### src/rtl/int_sequencer_pkg.sv
// Shared types and defaults for the interrupt sequencer: FSM encoding, address width,
// vector defaults and the vector-address helper.
package int_sequencer_pkg;

  localparam int AW = 16;
  localparam logic [AW-1:0] VEC_BASE_DEF   = 16'h0010;
  localparam logic [AW-1:0] VEC_STRIDE_DEF = 16'd4;

  typedef enum logic [1:0] {
    ST_RUN     = 2'd0,
    ST_ENTER   = 2'd1,
    ST_SERVICE = 2'd2,
    ST_EXIT    = 2'd3
  } state_t;

  // Handler address for source idx; wraps modulo 2^AW.
  function automatic logic [AW-1:0] vec_addr(input logic [AW-1:0] base,
                                             input logic [AW-1:0] stride,
                                             input logic [2:0]    idx);
    return base + stride * {{(AW-3){1'b0}}, idx};
  endfunction

endpackage

### src/rtl/int_sequencer_if.sv
// Bundle between the sequencer and its neighbours (IO pins, decoder, register file, PC logic).
// master = surrounding logic driving requests/strobes, slave = the sequencer itself.
interface int_sequencer_if #(parameter int NSRC = 4);
  logic [NSRC-1:0] irq;
  logic            ie_set;
  logic            ie_clr;
  logic            rti;
  logic            instr_done;
  logic [15:0]     next_pc;
  logic            istatus;
  logic            ienabled;
  logic [15:0]     intRA;
  logic            take_int;
  logic [15:0]     vector;
  logic [NSRC-1:0] ack;
  logic            ret;
  logic [NSRC-1:0] pending;

  modport master (
    output irq, ie_set, ie_clr, rti, instr_done, next_pc,
    input  istatus, ienabled, intRA, take_int, vector, ack, ret, pending
  );

  modport slave (
    input  irq, ie_set, ie_clr, rti, instr_done, next_pc,
    output istatus, ienabled, intRA, take_int, vector, ack, ret, pending
  );
endinterface

### src/rtl/int_sequencer_irq_edge_sync.sv
// One interrupt line: 2-flop synchroniser followed by an edge register.
// rise is high for one cycle, two clocks after the raw line goes high.
module irq_edge_sync (
  input  logic clk,
  input  logic clr,
  input  logic irq_async,
  output logic rise
);
  logic meta_q, meta_d;
  logic sync_q, sync_d;
  logic prev_q, prev_d;

  always_comb begin
    meta_d = irq_async;
    sync_d = meta_q;
    prev_d = sync_q;
  end

  always_ff @(posedge clk or posedge clr) begin
    if (clr) begin
      meta_q <= 1'b0;
      sync_q <= 1'b0;
      prev_q <= 1'b0;
    end else begin
      meta_q <= meta_d;
      sync_q <= sync_d;
      prev_q <= prev_d;
    end
  end

  assign rise = sync_q & ~prev_q;
endmodule

### src/rtl/int_sequencer.sv
// Interrupt controller/sequencer: latches and prioritises requests, enters a handler at
// instruction boundaries and drives the register file's interrupt bank controls.
module int_sequencer
  import int_sequencer_pkg::*;
#(
  parameter int            NSRC       = 4,
  parameter logic [AW-1:0] VEC_BASE   = VEC_BASE_DEF,
  parameter logic [AW-1:0] VEC_STRIDE = VEC_STRIDE_DEF
) (
  input logic               clk,
  input logic               clr,
  int_sequencer_if.slave    bus
);

  logic [NSRC-1:0] irq_raw;
  logic [NSRC-1:0] irq_rise;

  assign irq_raw = bus.irq;

  irq_edge_sync u_sync [NSRC-1:0] (
    .clk       (clk),
    .clr       (clr),
    .irq_async (irq_raw),
    .rise      (irq_rise)
  );

  state_t          state_q, state_d;
  logic [NSRC-1:0] pending_q, pending_d;
  logic [NSRC-1:0] ack_q, ack_d;
  logic            ienabled_q, ienabled_d;
  logic            istatus_q, istatus_d;
  logic            take_int_q, take_int_d;
  logic            ret_q, ret_d;
  logic [AW-1:0]   intra_q, intra_d;
  logic [AW-1:0]   vector_q, vector_d;
  logic [NSRC-1:0] win_oh;
  logic [2:0]      win_idx;

  always_comb begin
    // Isolate the lowest set bit: index 0 is the highest priority.
    win_oh  = pending_q & (~pending_q + NSRC'(1));
    win_idx = '0;
    for (int i = 0; i < NSRC; i++) begin
      if (win_oh[i]) win_idx = 3'(i);
    end

    // A fresh edge outranks the acknowledge that would clear the same bit.
    pending_d  = (pending_q & ~ack_q) | irq_rise;
    ienabled_d = bus.ie_clr ? 1'b0 : (bus.ie_set ? 1'b1 : ienabled_q);
    intra_d    = intra_q;
    state_d    = state_q;
    take_int_d = 1'b0;
    ack_d      = '0;
    vector_d   = '0;
    ret_d      = 1'b0;

    case (state_q)
      ST_RUN: begin
        if (bus.instr_done) begin
          intra_d = bus.next_pc;
          if (ienabled_q && (|pending_q)) begin
            state_d    = ST_ENTER;
            take_int_d = 1'b1;
            ack_d      = win_oh;
            vector_d   = vec_addr(VEC_BASE, VEC_STRIDE, win_idx);
          end
        end
      end
      ST_ENTER: state_d = ST_SERVICE;
      ST_SERVICE: begin
        if (bus.instr_done && bus.rti) begin
          state_d = ST_EXIT;
          ret_d   = 1'b1;
        end
      end
      ST_EXIT: state_d = ST_RUN;
      default: state_d = ST_RUN;
    endcase

    istatus_d = (state_d == ST_SERVICE) || (state_d == ST_EXIT);
  end

  always_ff @(posedge clk or posedge clr) begin
    if (clr) begin
      state_q    <= ST_RUN;
      pending_q  <= '0;
      ack_q      <= '0;
      ienabled_q <= 1'b0;
      istatus_q  <= 1'b0;
      take_int_q <= 1'b0;
      ret_q      <= 1'b0;
      intra_q    <= '0;
      vector_q   <= '0;
    end else begin
      state_q    <= state_d;
      pending_q  <= pending_d;
      ack_q      <= ack_d;
      ienabled_q <= ienabled_d;
      istatus_q  <= istatus_d;
      take_int_q <= take_int_d;
      ret_q      <= ret_d;
      intra_q    <= intra_d;
      vector_q   <= vector_d;
    end
  end

  assign bus.istatus  = istatus_q;
  assign bus.ienabled = ienabled_q;
  assign bus.intRA    = intra_q;
  assign bus.take_int = take_int_q;
  assign bus.vector   = vector_q;
  assign bus.ack      = ack_q;
  assign bus.ret      = ret_q;
  assign bus.pending  = pending_q;

endmodule
### src/flat_wrapper.sv
// flat-port wrapper written by rule: the top's interface ports become plain ports
module int_sequencer_flat import int_sequencer_pkg::*;
#(
  parameter int            NSRC       = 4,
  parameter logic [AW-1:0] VEC_BASE   = VEC_BASE_DEF,
  parameter logic [AW-1:0] VEC_STRIDE = VEC_STRIDE_DEF
)
  (clk, clr, bus_irq, bus_ie_set, bus_ie_clr, bus_rti, bus_instr_done, bus_next_pc, bus_istatus, bus_ienabled, bus_intRA, bus_take_int, bus_vector, bus_ack, bus_ret, bus_pending);
  int_sequencer_if #(.NSRC(NSRC)) bus_i ();
  input logic clk;
  input logic clr;
  input wire logic [$bits(bus_i.irq)-1:0] bus_irq;
  input wire logic [$bits(bus_i.ie_set)-1:0] bus_ie_set;
  input wire logic [$bits(bus_i.ie_clr)-1:0] bus_ie_clr;
  input wire logic [$bits(bus_i.rti)-1:0] bus_rti;
  input wire logic [$bits(bus_i.instr_done)-1:0] bus_instr_done;
  input wire logic [$bits(bus_i.next_pc)-1:0] bus_next_pc;
  output wire logic [$bits(bus_i.istatus)-1:0] bus_istatus;
  output wire logic [$bits(bus_i.ienabled)-1:0] bus_ienabled;
  output wire logic [$bits(bus_i.intRA)-1:0] bus_intRA;
  output wire logic [$bits(bus_i.take_int)-1:0] bus_take_int;
  output wire logic [$bits(bus_i.vector)-1:0] bus_vector;
  output wire logic [$bits(bus_i.ack)-1:0] bus_ack;
  output wire logic [$bits(bus_i.ret)-1:0] bus_ret;
  output wire logic [$bits(bus_i.pending)-1:0] bus_pending;
  assign bus_i.irq = bus_irq;
  assign bus_i.ie_set = bus_ie_set;
  assign bus_i.ie_clr = bus_ie_clr;
  assign bus_i.rti = bus_rti;
  assign bus_i.instr_done = bus_instr_done;
  assign bus_i.next_pc = bus_next_pc;
  assign bus_istatus = bus_i.istatus;
  assign bus_ienabled = bus_i.ienabled;
  assign bus_intRA = bus_i.intRA;
  assign bus_take_int = bus_i.take_int;
  assign bus_vector = bus_i.vector;
  assign bus_ack = bus_i.ack;
  assign bus_ret = bus_i.ret;
  assign bus_pending = bus_i.pending;
  int_sequencer #(.NSRC(NSRC), .VEC_BASE(VEC_BASE), .VEC_STRIDE(VEC_STRIDE)) u_core (.clk(clk), .clr(clr), .bus(bus_i));
endmodule
### config.mk
export PLATFORM = sky130hd
export DESIGN_NAME = int_sequencer_flat
export DESIGN_NICKNAME = d
export VERILOG_FILES = /design/src/rtl/int_sequencer_pkg.sv /design/src/rtl/int_sequencer_if.sv /design/src/rtl/int_sequencer_irq_edge_sync.sv /design/src/rtl/int_sequencer.sv /design/src/flat_wrapper.sv
export SDC_FILE = /design/constraint.sdc
export NUM_CORES = 1
export LEC_CHECK = 0
export CAP_MARGIN = 20
export CORE_AREA = 2 2 56 58
export DETAILED_ROUTE_END_ITERATION = 8
export DIE_AREA = 0 0 58 60
export DONT_BUFFER_PORTS = 1
export GPL_TIMING_DRIVEN = 0
export HOLD_SLACK_MARGIN = 0.06
export PLACE_DENSITY_LB_ADDON = 0.2
export SLEW_MARGIN = 25
export SYNTH_ARGS = -nofsm -noshare
export SYNTH_HDL_FRONTEND = slang
export SYNTH_SLANG_ARGS = --single-unit
### constraint.sdc
create_clock -name clk -period 1.6 [get_ports clk]
set_input_delay 0.16 -clock clk [delete_from_list [all_inputs] [get_ports clk]]
set_output_delay 0.16 -clock clk [all_outputs]
set_load 0.01 [all_outputs]
==> summary.txt, run 1 <==
R2R setup slack - 90 ps
Diodes inserted - 0
Period utilisation layout - 0.942
Crit path required time - 1830 ps
Hold Path Depth - 2
Post-synthesis cell area - 1630 um^2
Worst path bufs/invs - 2
Crit-path cells - inv_1 -> ha_1 -> nand2_4 -> buf_6 -> mux2_4
GRT Residual Overflow - 0
Async set or reset register ratio after synthesis - 1.00
Final Util - 0.716
CTS tree - yes
Power Density - 1440 nW/um^2
Critical path's top delay family - flip-flops
Peak VDD IR - 1.06 mV
Leakage - 1.04 nW
Area grow syn2layout - 27.2%
Cell taking the most area after synthesis - dfrtp_1
Fill cell count - 214
Reg-to-Reg Start - u_core.state_q[1]
Max-Cap Viols - 0
Post-synth EDFFs - 0
Vias - 922
Critical Path Stages - 5
DR WL/cell - 14.2 um
Most used DFF post-synth - dfrtp_1
Fmax - 664 MHz
Crit path max-delay cell type - dfrtp_2
Finished Cell Area - 2080 um^2
Placed Area - 1750 um^2
Ratio of cells with drive above 1 in the final layout - 0.276
First-pass GRT wire length - 4.42 mm
Critical path arrival - 1730 ps
Sequential share of the synthesized area - 0.658
Port bufs - 0
Violation count after the first detailed-routing iteration - 30
Distinct cells, synth - 21
Nature of the critical path startpoint - register
Largest net degree at the start of global routing - 26
Share of the synthesized area in the top cell type - 0.658
Hold Vio Cnt, Final - 0
GRT Resource Usage Total - 0.183
Synth top cells by count - dfrtp_1 (43), buf_4 (14), inv_1 (11)
Die ar. - 3480 um^2
Synth area leaders - dfrtp_1 (66%), mux2_4 (9.2%), buf_4 (6.4%), mux2_2 (3.4%), inv_1 (2.5%)
Worst-case reg-to-reg path depth - 5
Chip height - 60 um
Clock period minus worst slack - 1510 ps
H-tree depth - 2
Starting density of the core - 0.563
CTS sink cnt - 43
Most frequent cell after synthesis - dfrtp_1
Place WS - 80.0 ps
Setup TNS - 0 ps
Hold EP - u_core.bus.intRA[14]
First drt pass iteration count - 6
Via/cell ratio - 4.88
Yosys synthesis warning count - 0
Chip width - 58 um
RSZ-0062 raised after global routing - false
Kind of end point of the critical path - register
Routability congestion estimate from global placement - 0.833
Crit-path max FO - 10
Hold crit path type - in2reg
Clock Latency Late Sink - 340 ps
Clk root buf - clkbuf_4
Fin. max-slew vios - 0
Routed Antenna Nets - 0
Std cell rows - 20
Final worst slack - 92.9 ps
Status - finished, final reports clean
Multi-input gate area - 445 um^2
Post-Syn Instances - 109
Antenna violations before repair - 0
Worst path max stage delay - 420 ps
Fin Hold WS - 91.9 ps
Crit path kind - reg2reg
Clock tree buffer depth - 2
Final WL - 2.69 mm
CTS clk-pin slew, worst paths - 110 ps
Seq. cell area - 1080 um^2
Clk_skew - 4.79 ps
CTS Buf Count - 5
Reg2reg end - u_core.bus.intRA[3]
DRC - 0
Final nets - 183
Mapped Avg Cell Area - 15.0 um^2
Yosys reg bits - 43
# IOs - 70
Post-DP HPWL - 1.70 mm
Setup violations, final - 0
Total core area - 2900 um^2
Hold_sp - bus_instr_done
Vias in the first global route - 926
[routing by layer]
layer | up-vias | part of all wire | wire (um) | global-route usage
met3 | 6 | 0.11 | 303 | 0.108
met1 | 437 | 0.36 | 975 | 0.193
li1 | 424 | - | - | -
met4 | 0 | 0.017 | 46 | 0.0698
met2 | 55 | 0.51 | 1370 | 0.304
met5 | - | 0 | 0 | 0
[cell families (layout without fill, tap and decap cells)]
group / count (synthesis) / count (layout) / share of synthesized area
flip-flops: 43 / 43 / 0.658
buffers and inverters: 26 / 61 / 0.0965
other: 1 / 13 / 0.00229
multiplexers: 17 / 17 / 0.139
adder cells (fa/ha/maj): 2 / 2 / 0.0153
AO/OA/AOI/OAI: 8 / 8 / 0.0436
AND/OR/NAND/NOR: 12 / 12 / 0.0444
[area by class of cell]
class	instances	area share
timing repair buffer	27	0.138
multi-input combinational	52	0.214
clock buffer	8	0.0331
tap	33	0.0199
buffer	15	0.0560
sequential	43	0.518
inverter	11	0.0199
[report_power, final]
group | total, mW | switching [mW] | leakage (nW) | internal [mW]
clock network | 0.569 | 0.310 | 0.0386 | 0.259
registers | 1.70 | 0.336 | 0.511 | 1.36
logic | 0.730 | 0.272 | 0.489 | 0.458
total | 3.00 | 0.918 | 1.04 | 2.08
[timing repair]
item                                   CTS  global route
setup endpoints to repair                0            10
buffers inserted                         0             0
gates resized for setup                  0             1
hold buffers                            26             0
endpoints found under the hold margin   70             0
[registers in the layout, summed over array words and instances, names as in the netlist, named ones only]
register              flops
u_core.bus.take_int       1
u_core.bus.ack            4
u_core.bus.pending        4
u_core.u_sync.meta_q      4
u_core.u_sync.prev_d      4
u_core.bus.intRA         16
u_core.bus.ret            1
u_core.bus.ienabled       1
u_core.bus.vector         2
u_core.state_q            1
u_core.u_sync.prev_q      4
[layout by cell type, fill, tap and decap left out]
cell type / count
and3_1: 1
mux2_4: 10
nand2b_1: 1
buf_16: 1
mux2_1: 1
buf_4: 14
mux2i_1: 1
clkbuf_4: 5
inv_1: 10
ha_1: 2
inv_2: 1
a21oi_1: 1
clkbuf_1: 1
nand2_4: 1
nor2_1: 4
clkbuf_8: 2
conb_1: 13
nand3_2: 1
nor4_1: 3
dfrtp_2: 1
a2111oi_4: 1
dlygate4sd3_1: 26
buf_6: 1
mux2_2: 5
dfrtp_1: 42
nor3_1: 1
a211oi_1: 1
o22ai_1: 5
[worst max path at each step]
stage                                  from                   end  slack (ps)
after CTS                 u_core.state_q[1]   u_core.bus.intRA[0]          60
after floorplan           u_core.state_q[1]   u_core.bus.intRA[0]         180
final                     u_core.state_q[1]   u_core.bus.intRA[3]          90
after global placement                  clr  u_core.bus.intRA[13]          80
after detailed placement  u_core.state_q[1]   u_core.bus.intRA[3]          80
after global routing      u_core.state_q[1]  u_core.bus.intRA[15]           8
[through the flow]
step	cells	power [mW]
after floorplan	121	2.24
after global placement	154	2.33
after detailed placement	155	2.38
after CTS	189	3.01
after global routing	189	3.20
final	189	3.00
No activity file was read; power rests on OpenSTA's default activity.
==> inputs of run 2 (changes only) <==
--- a/config.mk
+++ b/config.mk
@@ -12,6 +12,7 @@
 export DONT_BUFFER_PORTS = 1
 export GPL_TIMING_DRIVEN = 0
 export HOLD_SLACK_MARGIN = 0.06
+export MAX_ROUTING_LAYER = met4
 export PLACE_DENSITY_LB_ADDON = 0.2
 export SLEW_MARGIN = 25
 export SYNTH_ARGS = -nofsm -noshare
==> summary.txt, run 2 (synthesis gave the netlist of run 1 again) <==
Status - finished, final reports clean
Most frequent cells in the layout - dfrtp_1 (42), dlygate4sd3_1 (26), buf_4 (14)
Routability congestion estimate from global placement - 0.845 (+1.5%)
CTS clk-pin slew, worst paths - 110 ps (about the same)
Hold Path Depth - 2 (unchanged)
Gate power share - 0.244 (about the same)
Fin. max-slew vios - 0 (unchanged)
Switching pwr - 920 uW (+0.19%)
Period utilisation layout - 0.946 (+0.00399)
Antenna violations before repair - 0 (unchanged)
Vias - 920 (-0.22%)
Final Util - 0.716 (unchanged)
Leakage - 1.04 nW (unchanged)
Fin Hold WS - 88.1 ps (-3.80 ps)
Max-Cap Viols - 0 (unchanged)
Peak VDD IR - 1.06 mV (about the same)
Port bufs - 0 (unchanged)
Clock Latency Late Sink - 340 ps (about the same)
# IOs - 70 (unchanged)
Setup violations, final - 0 (unchanged)
Clock tree buffer depth - 2 (unchanged)
GRT Residual Overflow - 0 (unchanged)
Met3 Track Usage GR - 0.0909 (-0.0173)
Fmax - 661 MHz (-0.42%)
Vias in the first global route - 926 (unchanged)
Met1 GRT Util - 0.197 (+0.00435)
Sw Share - 0.307 (+0.000384)
Ratio of cells with drive above 1 in the final layout - 0.276 (unchanged)
Violation count after the first detailed-routing iteration - 21 (-30%)
Clk_skew - 5.71 ps (+0.924 ps)
Power Total - 3.00 mW (about the same)
DR WL/cell - 14.1 um (-0.63%)
Worst-case reg-to-reg path depth - 5 (unchanged)
Routed Antenna Nets - 0 (unchanged)
Hold EP - u_core.bus.intRA[14]
GRT Resource Usage Total - 0.187 (+0.00317)
Clk root buf - clkbuf_4
Final nets - 183 (unchanged)
First drt pass iteration count - 4 (-2)
CTS tree - yes
Power Density - 1440 nW/um^2 (about the same)
R2R setup slack - 90 ps (about the same)
Hold Vio Cnt, Final - 0 (unchanged)
Seq pwr share - 0.566 (about the same)
Area grow syn2layout - 27.2% (unchanged)
Hold crit path type - in2reg
Largest net degree at the start of global routing - 26 (unchanged)
Hold_sp - bus_instr_done
Nature of the critical path startpoint - register
Post-DP HPWL - 1.70 mm (unchanged)
Crit-path max FO - 10 (unchanged)
Total core area - 2900 um^2 (unchanged)
Max FFs per register - 16 (unchanged)
First-pass GRT wire length - 4.41 mm (-0.16%)
Crit path kind - reg2reg
GRT Max-Usage Layer - met2
GR Util met2 - 0.304 (unchanged)
Setup TNS - 0 ps (unchanged)
Clock period minus worst slack - 1510 ps (+6.39 ps)
Chip height - 60 um (unchanged)
Kind of end point of the critical path - register
Die ar. - 3480 um^2 (unchanged)
Final WL - 2.67 mm (-0.63%)
DRC - 0 (unchanged)
H-tree depth - 2 (unchanged)
Reg2reg end - u_core.bus.intRA[3]
Setup repair bufs after CTS - 0 (unchanged)
Diodes inserted - 0 (unchanged)
Commonest non-fill, non-tap cell in the layout - dfrtp_1
Chip width - 58 um (unchanged)
RSZ-0062 raised after global routing - false
CTS Buf Count - 5 (unchanged)
Via/cell ratio - 4.87 (-0.22%)
Crit path required time - 1830 ps (about the same)
Reg-to-Reg Start - u_core.state_q[1]
Pint - 2.08 mW (about the same)
Std cell rows - 20 (unchanged)
CTS sink cnt - 43 (unchanged)
Starting density of the core - 0.563 (unchanged)
Critical path arrival - 1740 ps (about the same)
Clk pwr share - 0.190 (about the same)
run 2: cell counts in the layout (fill, tap and decap cells not counted):
Identical to the previous run, type by type.
run 2: worst max path at each step:
| stage | from | end | slack [ps] | depth (start not counted) |
|---|---|---|---|---|
| 4_1_cts | u_core.state_q[1] | u_core.bus.intRA[0] | 60 | 5 |
| 5_1_grt | u_core.state_q[1] | u_core.bus.intRA[15] | 8 | 5 |
| 2_1_floorplan | u_core.state_q[1] | u_core.bus.intRA[0] | 180 | 5 |
| 3_5_place_dp | u_core.state_q[1] | u_core.bus.intRA[3] | 80 | 5 |
| 6_report | u_core.state_q[1] | u_core.bus.intRA[3] | 90 | 5 |
| 3_3_place_gp | clr | u_core.bus.intRA[13] | 80 | 1 |
run 2: power groups by stage:
stage / combinational, mW / clock [mW] / sequential, mW
after floorplan: 0.588 / 0 / 1.65
after global placement: 0.625 / 0 / 1.71
after detailed placement: 0.671 / 0 / 1.71
after CTS: 0.727 / 0.594 / 1.69
after global routing: 0.801 / 0.651 / 1.74
final: 0.731 / 0.570 / 1.70
run 2: critical path: stages, from the launching register on:
cell     delay, ps
dfrtp_2        420
inv_1           60
ha_1           270
nand2_4        150
buf_6          190
mux2_4         310
run 2: repair_timing:
item                                    in CTS  in global routing
endpoints found under the setup margin       0                 10
hold buffers                                26                  0
gates resized for setup                      0                  1
hold endpoints to repair                    70                  0
run 2: layout make-up:
type | count | area (um^2)
Timing Repair Buffer | 27 | 288
Fill cell | 214 | 825
Sequential cell | 43 | 1080
Multi-Input combinational cell | 52 | 445
Inverter | 11 | 41.3
Buffer | 15 | 116
Tap cell | 33 | 41.3
Clock buffer | 8 | 68.8
run 2: routing by layer:
metal  share of wire  wire, um
met3            0.11       295
met4           0.016        42
met1            0.36       975
met5               0         0
met2            0.51      1360
run 2: through the flow:
step           worst slack [ps]  cell area, um^2  std cells
2_1_floorplan               184             1680        121
3_5_place_dp               80.0             1750        155
3_3_place_gp               80.4             1720        154
4_1_cts                    58.9             2080        189
6_report                   86.5             2080        189
5_1_grt                    7.85             2080        189
==> edit 1, RTL diff (settings of run 1) <==
Re-encode `state_t` (4 states) as Gray code, 2 bits wide.
--- a/src/rtl/int_sequencer_pkg.sv
+++ b/src/rtl/int_sequencer_pkg.sv
@@ -7,10 +7,10 @@
   localparam logic [AW-1:0] VEC_STRIDE_DEF = 16'd4;
 
   typedef enum logic [1:0] {
-    ST_RUN     = 2'd0,
-    ST_ENTER   = 2'd1,
-    ST_SERVICE = 2'd2,
-    ST_EXIT    = 2'd3
+    ST_RUN     = 2'b00,
+    ST_ENTER   = 2'b01,
+    ST_SERVICE = 2'b11,
+    ST_EXIT    = 2'b10
   } state_t;
 
   // Handler address for source idx; wraps modulo 2^AW.
Behaviour: no difference found for any inputs over 10 cycles, from zero or initial values; not proved beyond that.
==> edit 1 against run 1 <==
Sequential cell count grew 1; worst setup slack gained 0.11 ns; wire length grew 0.67%; utilization shrank 1.2 points; cell area shrank 1.7%; power shrank 9.6%; critical path type unchanged; largest cell class unchanged; combinational power shrank 28%; area after synthesis shrank 1.0%.
==> edit 1: results (changes against run 1) <==
Setup path
  – CP max stage delay: 0.48 ns (+0.06 ns)
  – Crit path max fanout: 7 (-3)
  – Worst EP arrival: 1.62 ns (-0.11 ns)
  – Slowest CP cell: dfrtp_1
  – R2R depth: 3 (-2)
  – Reg-to-reg slack, setup: 0.21 ns (+0.11 ns)
  – Reg-to-Reg End: u_core.bus.intRA[12]

Power and ir drop
  – Static leakage: 0.000978 µW (-5.8%)
  – Peak VDD IR: 1.23 mV (+16%)
  – Final Power: 2710 µW (-9.6%)
  – Pint: 1900 µW (-8.8%)

Finish
  – Fillers: 206 (-3.7%)
  – Nets@finish: 182 (-0.55%)
  – Multi-input logic area: 400 µm² (-10%)
  – Share of cells above drive strength 1: 0.288 (+0.0128)

GRT
  – First-pass GRT wire length: 4.19 mm (-5.2%)
  – Vias in the first global route: 988 (+6.7%)

Drt
  – Detailed Route Iter0 Violations: 11 (-63%)
  – Routed WL: 2.71 mm (+0.67%)
  – Total number of vias: 930 (+0.87%)
  – Via density: 4.92 (+0.87%)

Timing
  – Final Skew: 0.00719 ns (+0.00240 ns)
  – Crit share post-route: 0.870 (-0.0717)
  – Worst Hold Margin: 0.0987 ns (+0.00683 ns)

Placement
  – Pre-CTS setup slack: 0.0528 ns (-0.0272 ns)
  – DP Area: 1730 µm² (-0.93%)
  – GP Congestion: 0.793 (-4.8%)

Run status
  – Status: finished clean

Synth
  – Synth cell types: 20 (-4.8%)
  – Ranking of synthesized cells by area: dfrtp_1 (68%), mux2_2 (11%), buf_4 (6.5%)
## edit 1: cell families after synthesis
kind of cell | synth area share
DFF | 0.681
and+or+nand+nor | 0.0688
other | 0.00232
AOI/OAI and AO/OA | 0.0371
muxes | 0.111
buffers and inverters | 0.0998
## edit 1: worst reg2reg max path, stage by stage (launching register included)
cell     delay (ns)
dfrtp_1        0.48
nor3b_4        0.28
buf_4          0.19
mux2_2         0.34
## edit 1: layout make-up
cell class                 count  share of cell area
buffer                        17              0.0625
clock inverter                 1             0.00245
sequential                    44               0.539
multi-input combinational     51               0.196
clock buffer                   6              0.0202
inverter                       9              0.0165
tap                           33              0.0202
timing repair buffer          28               0.143
## edit 1: metal layers
layer	share of wire	track usage
met5	0	0
met2	0.55	0.315
met1	0.34	0.160
met4	0.018	0.0997
met3	0.091	0.0606
## edit 1: what timing repair did
action,4_1_cts,5_1_grt
hold endpoints to repair,74,0
gates resized for setup,0,0
hold buffers,25,0
endpoints found under the setup margin,0,10
setup buffers,0,2
==> edit 2, RTL diff (config.mk and constraints of run 1) <==
Without the edit above. `NSRC` is set to 4 in 3 places; all go to 8.
--- a/src/rtl/int_sequencer_if.sv
+++ b/src/rtl/int_sequencer_if.sv
@@ -1,6 +1,6 @@
 // Bundle between the sequencer and its neighbours (IO pins, decoder, register file, PC logic).
 // master = surrounding logic driving requests/strobes, slave = the sequencer itself.
-interface int_sequencer_if #(parameter int NSRC = 4);
+interface int_sequencer_if #(parameter int NSRC = 8);
   logic [NSRC-1:0] irq;
   logic            ie_set;
   logic            ie_clr;
--- a/src/rtl/int_sequencer.sv
+++ b/src/rtl/int_sequencer.sv
@@ -3,7 +3,7 @@
 module int_sequencer
   import int_sequencer_pkg::*;
 #(
-  parameter int            NSRC       = 4,
+  parameter int            NSRC       = 8,
   parameter logic [AW-1:0] VEC_BASE   = VEC_BASE_DEF,
   parameter logic [AW-1:0] VEC_STRIDE = VEC_STRIDE_DEF
 ) (
--- a/src/flat_wrapper.sv
+++ b/src/flat_wrapper.sv
@@ -1,7 +1,7 @@
 // flat-port wrapper written by rule: the top's interface ports become plain ports
 module int_sequencer_flat import int_sequencer_pkg::*;
 #(
-  parameter int            NSRC       = 4,
+  parameter int            NSRC       = 8,
   parameter logic [AW-1:0] VEC_BASE   = VEC_BASE_DEF,
   parameter logic [AW-1:0] VEC_STRIDE = VEC_STRIDE_DEF
 )
Interface: changed (resized bus_ack, bus_irq and bus_pending); port bits go from 70 to 82. The function was not compared with the original's and may differ.
==> edit 2 against run 1 <==
Area after synthesis grew 39%; the flow now stops in clock tree synthesis.
==> edit 2: results (changes against run 1) <==
Clocking
  – Cell at the root of the clock tree: clkbuf_4
  – CTS Hold Bufs: 30 (+15%)
  – PostCTS Resize Cnt: 4 (+4)
  – CTS buffer count: 9 (+4)
  – CTS H-tree depth: 3 (+1)
  – Longest Clk Path Bufs: 2 (unchanged)
  – Post-CTS setup buffers: 0 (unchanged)

Placement
  – Inst Count DP: 205 (+32%)
  – HPWL Detailed: 2.78 mm (+63%)
  – GP Congestion: 0.833 (unchanged)
  – Port Buffers: 0 (unchanged)
  – DP Area: 2410 µm² (+38%)

Synth
  – Count leader, synth: dfrtp_1
  – Ranking of synthesized cells by area: dfrtp_1 (72%), mux2_1 (7.9%), buf_4 (4.0%)
  – Post-synthesis sequential area ratio: 0.717 (+0.0581)
  – YS warnings: 0 (unchanged)
  – Synth cell types: 26 (+24%)
  – Ys async rst share: 1.00 (unchanged)
  – Top cells by count, synth: dfrtp_1 (65), inv_1 (20), mux2_1 (16)
  – Mapped cell area: 2270 µm² (+39%)
  – Synth Instances: 159 (+46%)
  – Post-synthesis sequential element count: 65 (+51%)

Run status
  – First Err: [ERROR DPL-0038] Utilization greater than 100%, impossible to legalize
  – Status: did not finish
  – Fail Step: clock tree synthesis
[edit 2: cell types whose count changed after synthesis, moves of 5 or more]
cell     change
dfrtp_1     +22
inv_1        +9
mux2_1      +15
mux2_2       -5
mux2_4      -10
nor2_1       +6
[edit 2: metrics by stage]
step | util | worst slack, ns
2_1_floorplan | - | 0.0903
3_3_place_gp | 0.812 | -0.0134
3_5_place_dp | 0.831 | -0.118
[edit 2: kinds of logic after synthesis]
logic type / synth area share
compound gates: 0.0518
fa+ha+maj: 0.0110
buf+inv: 0.0750
flops: 0.717
mux: 0.0794
other cells: 0.00165
simple gates: 0.0645
